--- src/rtl/framebuffer_scanout_pkg.sv ---
`timescale 1ns/1ps
// Shared types and constants for the framebuffer scan-out block.
package scanout_pkg;

    localparam int ADDR_W = 11;
    localparam int DATA_W = 2;

    typedef enum logic [2:0] {
        ST_IDLE     = 3'd0,
        ST_FETCH    = 3'd1,
        ST_SHIFT_LO = 3'd2,
        ST_SHIFT_HI = 3'd3,
        ST_BLANK    = 3'd4,
        ST_LATCH    = 3'd5,
        ST_DISPLAY  = 3'd6
    } scan_state_e;

    // Column counter width for a power-of-two panel width (at least one bit).
    function automatic int col_bits(input int width);
        if (width <= 2) begin
            return 1;
        end else begin
            return $clog2(width);
        end
    endfunction

endpackage

--- src/rtl/framebuffer_scanout_if.sv ---
`timescale 1ns/1ps
// RAM read port and panel pin bundle between the scan-out engine and its surroundings.
interface framebuffer_scanout_if #(
    parameter int ROW_BITS = 5
);
    import scanout_pkg::*;

    logic                Enable;
    logic [ADDR_W-1:0]   RamAddress;
    logic                RamClockEn;
    logic [DATA_W-1:0]   RamData;
    logic                PanelClk;
    logic [DATA_W-1:0]   PanelData;
    logic                PanelLatch;
    logic                PanelOe_n;
    logic [ROW_BITS-1:0] PanelRow;
    logic                FrameStart;
    logic                Busy;

    // The scan-out engine drives the RAM address side and all panel pins.
    modport master (
        input  Enable,
        input  RamData,
        output RamAddress,
        output RamClockEn,
        output PanelClk,
        output PanelData,
        output PanelLatch,
        output PanelOe_n,
        output PanelRow,
        output FrameStart,
        output Busy
    );

    // The environment supplies the run enable and the RAM read data.
    modport slave (
        output Enable,
        output RamData,
        input  RamAddress,
        input  RamClockEn,
        input  PanelClk,
        input  PanelData,
        input  PanelLatch,
        input  PanelOe_n,
        input  PanelRow,
        input  FrameStart,
        input  Busy
    );

endinterface

--- src/rtl/scan_oe_timer.sv ---
`timescale 1ns/1ps
// Loadable down-counter that times the output-enable window of one row.
module scan_oe_timer #(
    parameter int COUNT_W = 4
) (
    input  logic               clk_i,
    input  logic               rst_n_i,
    input  logic               load_i,
    input  logic [COUNT_W-1:0] load_val_i,
    input  logic               dec_i,
    output logic               done_o
);

    logic [COUNT_W-1:0] count_q;
    logic [COUNT_W-1:0] count_d;

    // Load takes priority; otherwise count down while enabled, stopping at zero.
    always_comb begin
        count_d = count_q;
        if (load_i) begin
            count_d = load_val_i;
        end else if (dec_i && (count_q != {COUNT_W{1'b0}})) begin
            count_d = count_q - COUNT_W'(1);
        end else begin
            count_d = count_q;
        end
    end

    // Counter register with synchronous active-low reset.
    always_ff @(posedge clk_i) begin
        if (!rst_n_i) begin
            count_q <= {COUNT_W{1'b0}};
        end else begin
            count_q <= count_d;
        end
    end

    assign done_o = (count_q == {COUNT_W{1'b0}});

endmodule

--- src/rtl/framebuffer_scanout.sv ---
`timescale 1ns/1ps
// Reads the framebuffer one column at a time, shifts each row out to a
// HUB75-style panel, latches it, selects the row and lights it for a
// programmable number of clocks.
module framebuffer_scanout
    import scanout_pkg::*;
#(
    parameter int PANEL_WIDTH   = 64,
    parameter int ROW_BITS      = 5,
    parameter int BRIGHT_CYCLES = 16
) (
    input logic                   Clock,
    input logic                   Reset,
    framebuffer_scanout_if.master bus
);

    localparam int COL_W = col_bits(PANEL_WIDTH);
    localparam int OE_W  = (BRIGHT_CYCLES > 1) ? $clog2(BRIGHT_CYCLES) : 1;

    localparam logic [COL_W-1:0]    COL_LAST = COL_W'(PANEL_WIDTH - 1);
    localparam logic [COL_W-1:0]    COL_ZERO = {COL_W{1'b0}};
    localparam logic [COL_W-1:0]    COL_ONE  = COL_W'(1);
    localparam logic [ROW_BITS-1:0] ROW_ZERO = {ROW_BITS{1'b0}};
    localparam logic [ROW_BITS-1:0] ROW_ONE  = ROW_BITS'(1);
    localparam logic [OE_W-1:0]     OE_LOAD  = OE_W'(BRIGHT_CYCLES - 1);

    scan_state_e         state_q, state_d;
    logic [ROW_BITS-1:0] row_q, row_d;
    logic [COL_W-1:0]    col_q, col_d;
    logic [ADDR_W-1:0]   addr_q, addr_d;
    logic                ce_q, ce_d;
    logic                pclk_q, pclk_d;
    logic [DATA_W-1:0]   pdata_q, pdata_d;
    logic                latch_q, latch_d;
    logic                oe_n_q, oe_n_d;
    logic [ROW_BITS-1:0] prow_q, prow_d;
    logic                fs_q, fs_d;
    logic                busy_q, busy_d;

    logic                timer_load_s;
    logic                timer_done_s;

    scan_oe_timer #(
        .COUNT_W (OE_W)
    ) u_oe_timer (
        .clk_i      (Clock),
        .rst_n_i    (Reset),
        .load_i     (timer_load_s),
        .load_val_i (OE_LOAD),
        .dec_i      (state_q == ST_DISPLAY),
        .done_o     (timer_done_s)
    );

    // Next-state and next-output logic; outputs are computed for the state being entered.
    always_comb begin
        state_d      = state_q;
        row_d        = row_q;
        col_d        = col_q;
        addr_d       = addr_q;
        pdata_d      = pdata_q;
        prow_d       = prow_q;
        fs_d         = 1'b0;
        timer_load_s = 1'b0;

        case (state_q)
            ST_IDLE: begin
                if (bus.Enable) begin
                    state_d = ST_FETCH;
                    addr_d  = ADDR_W'({row_q, COL_ZERO});
                    fs_d    = (row_q == ROW_ZERO);
                end else begin
                    state_d = ST_IDLE;
                end
            end
            ST_FETCH: begin
                state_d = ST_SHIFT_LO;
            end
            ST_SHIFT_LO: begin
                // Prefetch the next column; at the last column this wraps to
                // column 0 of the same row, a harmless redundant read.
                pdata_d = bus.RamData;
                addr_d  = ADDR_W'({row_q, col_q + COL_ONE});
                state_d = ST_SHIFT_HI;
            end
            ST_SHIFT_HI: begin
                if (col_q == COL_LAST) begin
                    col_d   = COL_ZERO;
                    state_d = ST_BLANK;
                end else begin
                    col_d   = col_q + COL_ONE;
                    state_d = ST_SHIFT_LO;
                end
            end
            ST_BLANK: begin
                state_d = ST_LATCH;
            end
            ST_LATCH: begin
                prow_d       = row_q;
                timer_load_s = 1'b1;
                state_d      = ST_DISPLAY;
            end
            ST_DISPLAY: begin
                if (timer_done_s) begin
                    row_d = row_q + ROW_ONE;
                    if (bus.Enable) begin
                        state_d = ST_FETCH;
                        addr_d  = ADDR_W'({row_q + ROW_ONE, COL_ZERO});
                        fs_d    = ((row_q + ROW_ONE) == ROW_ZERO);
                    end else begin
                        state_d = ST_IDLE;
                    end
                end else begin
                    state_d = ST_DISPLAY;
                end
            end
            default: begin
                state_d = ST_IDLE;
            end
        endcase

        ce_d    = (state_d == ST_FETCH) || (state_d == ST_SHIFT_LO) || (state_d == ST_SHIFT_HI);
        pclk_d  = (state_d == ST_SHIFT_HI);
        latch_d = (state_d == ST_LATCH);
        oe_n_d  = (state_d != ST_DISPLAY);
        busy_d  = (state_d != ST_IDLE);
    end

    // State, counters and registered outputs; reset aborts any row in progress.
    always_ff @(posedge Clock) begin
        if (!Reset) begin
            state_q <= ST_IDLE;
            row_q   <= ROW_ZERO;
            col_q   <= COL_ZERO;
            addr_q  <= {ADDR_W{1'b0}};
            ce_q    <= 1'b0;
            pclk_q  <= 1'b0;
            pdata_q <= {DATA_W{1'b0}};
            latch_q <= 1'b0;
            oe_n_q  <= 1'b1;
            prow_q  <= ROW_ZERO;
            fs_q    <= 1'b0;
            busy_q  <= 1'b0;
        end else begin
            state_q <= state_d;
            row_q   <= row_d;
            col_q   <= col_d;
            addr_q  <= addr_d;
            ce_q    <= ce_d;
            pclk_q  <= pclk_d;
            pdata_q <= pdata_d;
            latch_q <= latch_d;
            oe_n_q  <= oe_n_d;
            prow_q  <= prow_d;
            fs_q    <= fs_d;
            busy_q  <= busy_d;
        end
    end

    assign bus.RamAddress = addr_q;
    assign bus.RamClockEn = ce_q;
    assign bus.PanelClk   = pclk_q;
    assign bus.PanelData  = pdata_q;
    assign bus.PanelLatch = latch_q;
    assign bus.PanelOe_n  = oe_n_q;
    assign bus.PanelRow   = prow_q;
    assign bus.FrameStart = fs_q;
    assign bus.Busy       = busy_q;

endmodule

--- src/flat_wrapper.sv ---
// flat-port wrapper written by rule: the top's interface ports become plain ports
module framebuffer_scanout_flat import scanout_pkg::*;
#(
    parameter int PANEL_WIDTH   = 64,
    parameter int ROW_BITS      = 5,
    parameter int BRIGHT_CYCLES = 16
)
  (Clock, Reset, bus_Enable, bus_RamData, bus_RamAddress, bus_RamClockEn, bus_PanelClk, bus_PanelData, bus_PanelLatch, bus_PanelOe_n, bus_PanelRow, bus_FrameStart, bus_Busy);
  framebuffer_scanout_if #(.ROW_BITS(ROW_BITS)) bus_i ();
  input logic Clock;
  input logic Reset;
  input wire logic [$bits(bus_i.Enable)-1:0] bus_Enable;
  input wire logic [$bits(bus_i.RamData)-1:0] bus_RamData;
  output wire logic [$bits(bus_i.RamAddress)-1:0] bus_RamAddress;
  output wire logic [$bits(bus_i.RamClockEn)-1:0] bus_RamClockEn;
  output wire logic [$bits(bus_i.PanelClk)-1:0] bus_PanelClk;
  output wire logic [$bits(bus_i.PanelData)-1:0] bus_PanelData;
  output wire logic [$bits(bus_i.PanelLatch)-1:0] bus_PanelLatch;
  output wire logic [$bits(bus_i.PanelOe_n)-1:0] bus_PanelOe_n;
  output wire logic [$bits(bus_i.PanelRow)-1:0] bus_PanelRow;
  output wire logic [$bits(bus_i.FrameStart)-1:0] bus_FrameStart;
  output wire logic [$bits(bus_i.Busy)-1:0] bus_Busy;
  assign bus_i.Enable = bus_Enable;
  assign bus_i.RamData = bus_RamData;
  assign bus_RamAddress = bus_i.RamAddress;
  assign bus_RamClockEn = bus_i.RamClockEn;
  assign bus_PanelClk = bus_i.PanelClk;
  assign bus_PanelData = bus_i.PanelData;
  assign bus_PanelLatch = bus_i.PanelLatch;
  assign bus_PanelOe_n = bus_i.PanelOe_n;
  assign bus_PanelRow = bus_i.PanelRow;
  assign bus_FrameStart = bus_i.FrameStart;
  assign bus_Busy = bus_i.Busy;
  framebuffer_scanout #(.PANEL_WIDTH(PANEL_WIDTH), .ROW_BITS(ROW_BITS), .BRIGHT_CYCLES(BRIGHT_CYCLES)) u_core (.Clock(Clock), .Reset(Reset), .bus(bus_i));
endmodule
--- config.mk ---
export PLATFORM = sky130hd
export DESIGN_NAME = framebuffer_scanout_flat
export DESIGN_NICKNAME = d
export VERILOG_FILES = /design/src/rtl/framebuffer_scanout_pkg.sv /design/src/rtl/framebuffer_scanout_if.sv /design/src/rtl/scan_oe_timer.sv /design/src/rtl/framebuffer_scanout.sv /design/src/flat_wrapper.sv
export SDC_FILE = /design/constraint.sdc
export NUM_CORES = 1
export LEC_CHECK = 0
export CAP_MARGIN = 20
export CORE_AREA = 2 2 62 76
export CTS_CLUSTER_SIZE = 16
export DETAILED_ROUTE_END_ITERATION = 16
export DIE_AREA = 0 0 64 78
export PLACE_DENSITY = 0.82
export RECOVER_POWER = 25
export SKIP_CTS_REPAIR_TIMING = 1
export SLEW_MARGIN = 10
export SYNTH_ARGS = -nofsm -noshare
export SYNTH_HDL_FRONTEND = slang
export SYNTH_HIERARCHICAL = 1
export SYNTH_SLANG_ARGS = --single-unit
--- constraint.sdc ---
create_clock -name Clock -period 3.9 [get_ports Clock]
set_input_delay 0.78 -clock Clock [delete_from_list [all_inputs] [get_ports Clock]]
set_output_delay 0.78 -clock Clock [all_outputs]
set_load 0.01 [all_outputs]
==> results by group <==
CTS
  – Longest Clk Path Bufs: 2
  – Clock latency on the worst-skew pair: roughly 0.30 ns
  – TritonCTS clock tree: done
  – Clock-pin transition on the worst setup and hold timing paths: roughly 0.080 ns
  – CTS sink count: 42
  – Root buf cell: clkbuf_8
  – H-Tree Depth: 2
  – CTS Buf Count: 5

Worst setup path
  – Crit Path Max Fanout: 9
  – Family with the most delay on the worst path: compound AO/OA/AOI/OAI gates
  – Critical Path Max Stage Delay: between 0.5 and 0.6 ns
  – Launching element type of the critical path: register
  – Worst R2R Path Depth: 8
  – Reg2Reg Launch Point: u_core/u_oe_timer/count_q[0]
  – Most used cell, CP: a21oi_1
  – Crit Reg-Reg Endpoint: u_core/bus.RamAddress[8]
  – Data arrival, critical path: 2.45 ns
  – Worst endpoint required time: 4.13 ns
  – Crit end category: register
  – Setup CP Type: register to register
  – CP Buf/Inv Count: 2
  – R2r setup slk: 1.68 ns
  – Crit-path cells: inv_1, ha_1, or3b_4, clkinv_2, nand3_1, a21oi_1, o21ai_0, a21oi_1
  – CP max-delay cell: a21oi_1

Timing
  – Final Max Slew Viols: 0
  – Max frequency: about 450 MHz
  – Unrepaired setup endpoints after global routing: no
  – Setup TNS: 0 ns
  – Post-route minimum period: roughly 2.2 ns
  – Hold Fails Final Rpt: 0
  – Least-Margin Pin Slew: around 0.73 ns
  – Tcrit/Tclk final: roughly 57%
  – Final setup fails: 0
  – Rel. slew slack: around half
  – Fin Clk Skew: roughly 0.013 ns

Final layout
  – Layout Cells excl Fill: approximately 320
  – Filler cell count: between 300 and 400
  – Area of the multi-input gates: between 1000 and 1500 um2
  – N_diodes: 0
  – Reg area: approximately 840 um2
  – Layout cell share with drive strength beyond 1: about 6.5%
  – Count of nets after finishing: 270
  – P&R area growth vs syn: 18.4%

Hold path
  – Hold path depth: 2
  – Worst hold start: u_core/bus.RamAddress[5]
  – Worst min path class: register to register
  – Hold Path End: u_core/bus.RamAddress[5]

Yosys
  – Mapped Area: 2080 um2
  – Synthesis warning total: 6
  – Sequential cell area fraction in the yosys report: 40.5%
  – Post-synthesis instance total: roughly 240
  – Synth cell types: between 40 and 50
  – Synth Register Bits: 42
  – Syn_area_per_cell: between 8 and 9 um2

Floorplan
  – Initial Utilization: 49.5%
  – Ports: 29
  – Die height: 78 um
  – Cell Rows: 26
  – Die area: around 5000 um2
  – Core Region: around 4200 um2
  – Die W: 64 um

Routing
  – Remaining DRCs: 0
  – DRT iter0 DRCs: 70
  – Vias/cell: about 5
  – WL per Instance: roughly 12 um
  – DRT Wirelength: roughly 3.9 mm
  – Pre-antenna DRT Iters: 4
  – Antenna Nets Post-Route: 0
  – Total vias in the final route: around 1600

Global route
  – Vias in the first global route: between 1500 and 2000
  – GRT Overall Usage: 17.0%
  – Initial antenna violation count: 0
  – Gr ovfl total: 0
  – First-pass GRT wire length: about 6.7 mm
  – Largest net degree at the start of global routing: 24

Power
  – VDD IR-drop max: approximately 0.3 mV
  – Power per standard cell area: around 330 nW/um2
  – Leak Pwr: 0.964 nW

Run
  – Max cap viols: 0

Placement
  – I/O Buffers: 28
  – Placer Congestion: between 0.7 and 0.8
  – Cells after DPL: between 300 and 400
  – Dpl hpwl: ~2.7 mm

Status
  – Outcome: finished clean
tightest hold or removal path: cells and delay by family, from the launching register on:
kind,cells,cell delay [ns]
AOI/OAI and AO/OA,1,0.07
DFF,1,0.32
and+or+nand+nor,1,0.06
flip-flops by register name (all words and copies together) (netlist names), 2 cells and up:
signal and flops:
u_core/u_oe_timer/count_q 4, u_core/row_q 5, u_core/bus.RamAddress 11, u_core/bus.PanelData 2, u_core/state_q 3, u_core/col_q 6, u_core/bus.PanelRow 5
metrics by stage:
step	hold WS (ns)	setup slack [ns]	util (%)	power [mW]	area (um2)
after floorplan	0.470	1.92	-	0.506	2090
after global placement	0.456	1.50	56.6	0.533	2370
after detailed placement	0.470	1.44	56.6	0.534	2370
after CTS	0.485	1.66	58.8	0.821	2470
after global routing	0.516	1.45	58.6	0.841	2460
final	0.485	1.68	58.6	0.809	2460
report_power, final:
group          internal (mW)  switching [mW]
sequential             0.440          0.0120
combinational         0.0358          0.0339
clock                  0.128           0.160
total                  0.603           0.206
how the worst max path moves through the flow:
stage	startpoint	end	slack [ns]	cells past startpoint
CTS	u_core/u_oe_timer/count_q[0]	u_core/bus.RamAddress[8]	1.66	8
finish	u_core/u_oe_timer/count_q[0]	u_core/bus.RamAddress[8]	1.68	8
detailed placement	bus_Enable	u_core/bus.RamAddress[8]	1.44	5
global placement	Reset	u_core/col_q[5]	1.50	4
floorplan	u_core/u_oe_timer/count_q[0]	u_core/bus.RamAddress[7]	1.92	9
global route	u_core/u_oe_timer/count_q[0]	u_core/bus.RamAddress[10]	1.45	8
final cells by class:
class                      instances  share of cell area (%)
tap                               56                    2.85
inverter                          13                    2.03
clock inverter                     3                   0.966
multi-input combinational        169                    45.5
timing repair buffer              29                    11.7
sequential                        42                    34.2
clock buffer                       5                    2.80
synthesized netlist by cell type (all sizes together):
library cell | number | share of area, %
and3 | 2 | 0.60
clkinv | 1 | 0.24
inv | 12 | 2.2
nand3 | 13 | 3.1
clkbuf | 8 | 1.5
xnor2 | 6 | 2.5
nand4b | 2 | 1.6
nor4b | 3 | 1.9
conb | 1 | 0.18
buf | 6 | 2.0
mux2i | 10 | 4.8
nor2 | 12 | 2.2
ha | 5 | 3.0
o21a | 1 | 0.36
o31ai | 1 | 0.36
o211ai | 1 | 0.36
nand3b | 2 | 0.72
or3 | 3 | 0.90
nand2 | 20 | 3.6
or3b | 1 | 0.54
nor3 | 5 | 1.2
a21o | 1 | 0.36
nor3b | 3 | 1.3
nand2b | 1 | 0.30
o211a | 2 | 0.96
a21boi | 6 | 2.2
a21oi | 8 | 1.9
xor2 | 6 | 2.5
dfxtp | 42 | 40
o21bai | 2 | 0.72
a22oi | 3 | 1.1
and2 | 7 | 2.1
nor2b | 16 | 4.8
and3b | 2 | 0.84
nand4 | 2 | 0.60
a311oi | 2 | 1.1
o2111ai | 1 | 0.42
o21ai | 15 | 3.8
mux2 | 1 | 0.54
cell usage in the layout, fill, tap and decap left out, drive strengths merged, types with 3 or more instances in the layout:
master | synthesis | routed
a21boi | 6 | 6
a21oi | 8 | 8
a22oi | 3 | 3
and2 | 7 | 7
clkbuf | 8 | 5
clkdlybuf4s50 | 0 | 20
conb | 1 | 4
dfxtp | 42 | 42
dlygate4sd3 | 0 | 8
ha | 5 | 5
inv | 12 | 13
mux2i | 10 | 10
nand2 | 20 | 20
nand3 | 13 | 13
nor2 | 12 | 12
nor2b | 16 | 16
nor3 | 5 | 5
nor3b | 3 | 3
nor4b | 3 | 3
o21ai | 15 | 15
or3 | 3 | 3
xnor2 | 6 | 6
xor2 | 6 | 6
routing by layer:
metal	track usage [%]	wire length (um)
met2	28.0	1780
met1	20.5	1850
met5	0	0
met3	4.06	157
met4	7.83	91
cell families after synthesis:
| kind of cell | Yosys count | share of synthesized area (%) |
|---|---|---|
| mux | 11 | 5.36 |
| buf+inv | 27 | 5.96 |
| compound gates | 43 | 13.7 |
| xor+xnor | 12 | 5.06 |
| fa+ha+maj | 5 | 3.01 |
| simple gates | 94 | 26.3 |
| flops | 42 | 40.5 |
| other cells | 1 | 0.180 |
Power figures use the tool's default switching activity.
